==> config.mk <==
export PLATFORM = sky130hd
export DESIGN_NAME = rf_alu_ctrl
export DESIGN_NICKNAME = d
export VERILOG_FILES = /design/src/rtl/rf_alu_ctrl.sv
export SDC_FILE = /design/constraint.sdc
export NUM_CORES = 1
export LEC_CHECK = 0
export ABC_AREA = 1
export CAP_MARGIN = 0
export CORE_UTILIZATION = 40
export CTS_CLUSTER_SIZE = 14
export DETAILED_ROUTE_END_ITERATION = 12
export HOLD_SLACK_MARGIN = 0.1
export PLACE_DENSITY = 0.85
export SETUP_SLACK_MARGIN = 0.05
export SLEW_MARGIN = 10
export SYNTH_ARGS = -nofsm -noshare
export SYNTH_HDL_FRONTEND = slang
export SYNTH_SLANG_ARGS = --single-unit
==> constraint.sdc <==
create_clock -name clk_i -period 1.51 [get_ports clk_i]
set_clock_uncertainty 0.1 [all_clocks]
set_input_delay 0.3775 -clock clk_i [delete_from_list [all_inputs] [get_ports clk_i]]
set_output_delay 0.3775 -clock clk_i [all_outputs]
set_load 0.01 [all_outputs]
==> src/rtl/rf_alu_ctrl.sv <==
// rf_alu_ctrl: three-state (IDLE/EXEC/WB) controller that decodes a 32-bit
// instruction. It drives register-file addresses and the ALU opcode, latches
// the ALU flags, and sequences the write-back for ALU, LI and CMP.
module rf_alu_ctrl #(
  parameter int ADDR = 4,
  parameter int SIZE = 32
) (
  input  logic            clk_i,
  input  logic            rst_i,
  input  logic [31:0]     inst_i,
  input  logic            inst_valid_i,
  output logic            inst_ready_o,
  input  logic            n_i,
  input  logic            z_i,
  input  logic            c_i,
  input  logic            v_i,
  output logic [ADDR-1:0] r_addr_a_o,
  output logic [ADDR-1:0] r_addr_b_o,
  output logic [ADDR-1:0] w_addr_o,
  output logic [3:0]      op_o,
  output logic            sco_o,
  output logic            cf_o,
  output logic            vf_o,
  output logic            write_reg_o,
  output logic            write_select_o,
  output logic [SIZE-1:0] input_data_o,
  output logic [3:0]      flags_o,
  output logic            done_o,
  output logic            err_o
);

  localparam logic [3:0] CLS_ALU = 4'b0000;
  localparam logic [3:0] CLS_LI  = 4'b0001;
  localparam logic [3:0] CLS_CMP = 4'b0010;

  typedef enum logic [1:0] {
    IDLE = 2'd0,
    EXEC = 2'd1,
    WB   = 2'd2
  } state_t;

  state_t      state_q, state_d;
  logic [31:0] inst_q, inst_d;
  logic [3:0]  flags_q, flags_d;

  logic [3:0]  cls;
  logic        is_alu, is_li, is_cmp, is_illegal;

  assign cls        = inst_q[31:28];
  assign is_alu     = (cls == CLS_ALU);
  assign is_li      = (cls == CLS_LI);
  assign is_cmp     = (cls == CLS_CMP);
  assign is_illegal = !(is_alu || is_li || is_cmp);

  // The datapath-facing fields come straight from the latched instruction.
  // They therefore hold through EXEC and WB, and keep their last value in IDLE.
  assign r_addr_a_o   = ADDR'(inst_q[19:16]);
  assign r_addr_b_o   = ADDR'(inst_q[15:12]);
  assign w_addr_o     = ADDR'(inst_q[23:20]);
  assign op_o         = inst_q[27:24];
  assign sco_o        = inst_q[11];
  assign input_data_o = {{(SIZE-16){1'b0}}, inst_q[15:0]};
  assign flags_o      = flags_q;
  assign cf_o         = flags_q[1];
  assign vf_o         = flags_q[0];

  // State register: a reset aborts any instruction in flight.
  always_ff @(posedge clk_i or posedge rst_i) begin
    if (rst_i) begin
      state_q <= IDLE;
    end else begin
      state_q <= state_d;
    end
  end

  // Instruction and flag registers: capture on the handshake, and take flags when EXEC ends.
  always_ff @(posedge clk_i or posedge rst_i) begin
    if (rst_i) begin
      inst_q  <= '0;
      flags_q <= '0;
    end else begin
      inst_q  <= inst_d;
      flags_q <= flags_d;
    end
  end

  // Next-state and register-load logic for the IDLE -> EXEC -> WB sequence.
  always_comb begin
    state_d = state_q;
    inst_d  = inst_q;
    flags_d = flags_q;
    case (state_q)
      IDLE: begin
        if (inst_valid_i) begin
          inst_d  = inst_i;
          state_d = EXEC;
        end
      end
      EXEC: begin
        if (is_alu || is_cmp) begin
          flags_d = {n_i, z_i, c_i, v_i};
        end
        state_d = WB;
      end
      WB: begin
        state_d = IDLE;
      end
      default: begin
        state_d = IDLE;
      end
    endcase
  end

  // Output decode: the write-back strobes are only active in WB; ready is only active in IDLE outside reset.
  always_comb begin
    inst_ready_o   = 1'b0;
    write_reg_o    = 1'b0;
    write_select_o = 1'b0;
    done_o         = 1'b0;
    err_o          = 1'b0;
    case (state_q)
      IDLE: begin
        inst_ready_o = !rst_i;
      end
      WB: begin
        write_reg_o    = is_alu || is_li;
        write_select_o = is_li;
        done_o         = 1'b1;
        err_o          = is_illegal;
      end
      default: begin
        inst_ready_o = 1'b0;
      end
    endcase
  end

endmodule

==> results.cfg <==
[synthesis]
netlist_area_um2 = 1920
yosysSeqAreaShare_pct = 49.4
yosys_warnings = 0
synth_top_area_share_pct = 49.4
yosys.area.top_type = dfrtp_1
synth_cells = 221
ys_ff_latch = 38
synth_area_per_cell_um2 = 8.70
synth_cell_types = 17
yosys-top-cells-area = dfrtp_1, buf_4, nand2_1

[final_layout]
fillers = 398
syn_to_final_growth_pct = 44.4
stdcell_area_um2 = 2780
drive_gt1_share_pct = 21.1
finalNetCount = 332
antenna_cells = 0

[routing]
drtIter0Drc = 60
vias = 1509
route.detailed.drc = 7
wl_per_cell_um = 12.6
ant_nets = 0
routed_wirelength_mm = 4.36
drt-vias-per-instance = 4.36
firstDrtPassIters = 8

[power_and_ir_drop]
vdd_ir_drop_max_mv = 0.670
p_switching_mw = 1.20
p_leak_nw = 1.43
p_int_mw = 2.42
seqPwrFrac_pct = 40.2
power.density_nw_per_um2 = 1300
combPwrFrac_pct = 39.7
switching_share_pct = 33.2
clock_power_share_pct = 20.1
finalPower_mw = 3.62

[clock_network]
cts_tree = built
clock-sinks = 38
cts-root-buf = clkbuf_8
htreeDepth = 2
cts_buffers = 5
cts_buffer_depth = 2
path_clk_slew_ns = 0.07
clock_latency_ns = 0.28

[critical_path]
crit_required_ns = 1.03
worstPathArrival_ns = 1.22
r2r-end = inst_q[20]
max_stage_delay_ns = 0.41
timing.rr.start = state_q[1]
end_kind = output port
crit_chain = nor2_4 > nand2_2 > nor3_2 > buf_2
cp_slowest_cell = dfrtp_1
startpoint_type = register
crit_path_max_fanout = 2
critPathKind = reg2out
rrSetupSlack_ns = 0.11
reg2reg_depth = 7
crit_path_start = inst_q[30]

[grt]
track_usage_pct = 17.3
grt-ovfl-total = 0
grt_pass1_wl_mm = 6.60
grt_pass1_vias = 1488
grt_max_degree = 39
antenna_found_initial = 0

[die]
ios = 99
dieArea_um2 = 5090
fp.dieH_um = 71.3
coreArea_um2 = 4470
placementRows = 24
die_x_um = 71.3
start_util_pct = 43.0

[run_status]
violations = design-rule violations, negative setup slack
status = finished, violations left

[timing]
slew_violations = 0
fin_ws_ns = -0.186
rsz0062_at_grt = yes
fmax_ghz = 0.590
fin_crit_sh_pct = 112
final-hold-violation-count = 0
setup_tns_ns = -0.555
fin_hold_ws_ns = 0.382
timing.final.crit_period_ns = 1.70
finalSetupViolations = 4

[worst_hold_path]
min-delay-start = flags_o[2]
worstHoldPathType = reg2reg
holdPathStages = 2
whs_endpoint = flags_o[2]

[placement]
place_area_um2 = 2580
pre_cts_slack_ns = -0.519
hpwlAfterDp_mm = 3.06
globalplace.congestion = 0.764
portBuffers = 82

[run]
cap_violations = 0
## cells in the mapped netlist (all sizes together)
library cell  instances
nand2               108
buf                  56
dfrtp                38
inv                   6
nand4                 4
nor2                  4
nor3                  2
a21oi                 1
conb                  1
nand3                 1
## layer usage
layer  track usage [%]  vias to the layer above  routed length (µm)
li1                  -                      744                   -
met1              16.4                      694                1600
met2              33.4                       63                2370
met3              6.19                        8                 306
met4              6.89                        0                  76
met5                 0                        -                   0
## state kept, by name, indices dropped and copies added, names as in the netlist
signal and flops:
inst_q 32, flags_o 4, state_q 2
## area by class of cell
class / instances / area [µm²] / share of cell area (%)
Clock buffer: 6 / 82.6 / 2.97
Timing Repair Buffer: 106 / 1040 / 37.3
Tap cell: 52 / 65.1 / 2.34
Clock inverter: 2 / 12.5 / 0.450
Multi-Input combinational cell: 136 / 603 / 21.7
Inverter: 6 / 25.0 / 0.901
Sequential cell: 38 / 952 / 34.3
## repair_timing
item,in CTS,in global routing
pin swaps,2,2
setup endpoints to repair,44,41
hold buffers,0,0
setup buffers,5,6
resized for setup,74,43
## metrics by stage
stage	std cells	util [%]
floorplan	236	-
global placement	327	57.6
detailed placement	327	57.6
CTS	340	59.3
global route	346	62.1
finish	346	62.1
## logic make-up after synthesis
| family | Yosys count | share of synthesized area, % |
|---|---|---|
| AOI/OAI and AO/OA | 1 | 0.260 |
| and+or+nand+nor | 119 | 26.2 |
| buffers and inverters | 62 | 23.9 |
| other | 1 | 0.195 |
| DFF | 38 | 49.4 |
## worst max path at each step
stage	slack, ns	to
finish	-0.19	write_select_o
global route	-0.28	write_select_o
CTS	-0.18	write_select_o
detailed placement	-0.52	inst_ready_o
global placement	-0.45	inst_ready_o
floorplan	0.08	write_select_o
## power groups by stage
stage | combinational, mW | sequential [mW] | clock [mW]
floorplan | 0.891 | 1.46 | 0
global route | 1.56 | 1.48 | 0.806
detailed placement | 1.43 | 1.46 | 0
CTS | 1.28 | 1.43 | 0.750
finish | 1.44 | 1.45 | 0.726
global placement | 1.39 | 1.45 | 0
## critical path: cells and delay by family (launching register included)
family        cells  cell delay [ns]
simple gates      3             0.35
buf+inv           1             0.16
flops             1             0.41
## layout by cell type, fill, tap and decap left out
master | netlist | routed
clkinv_2 | 0 | 1
nand3_2 | 1 | 1
nand2_4 | 1 | 2
inv_1 | 5 | 2
nor3_2 | 0 | 1
buf_2 | 2 | 4
dlygate4sd2_1 | 0 | 1
clkdlybuf4s50_1 | 0 | 38
nand2_1 | 98 | 96
nor2_4 | 0 | 1
nor3_4 | 0 | 1
clkbuf_8 | 0 | 6
dfrtp_1 | 38 | 37
buf_6 | 2 | 4
inv_2 | 0 | 2
buf_4 | 51 | 19
inv_4 | 1 | 1
a21oi_2 | 0 | 1
buf_12 | 1 | 4
nand2_2 | 9 | 10
clkinvlp_4 | 0 | 1
clkdlybuf4s15_1 | 0 | 36
conb_1 | 1 | 16
nand4_1 | 4 | 4
clkinv_1 | 0 | 1
dfrtp_2 | 0 | 1
nor2_1 | 1 | 1
nor2_2 | 3 | 2
(Power assumes the default switching activity.)
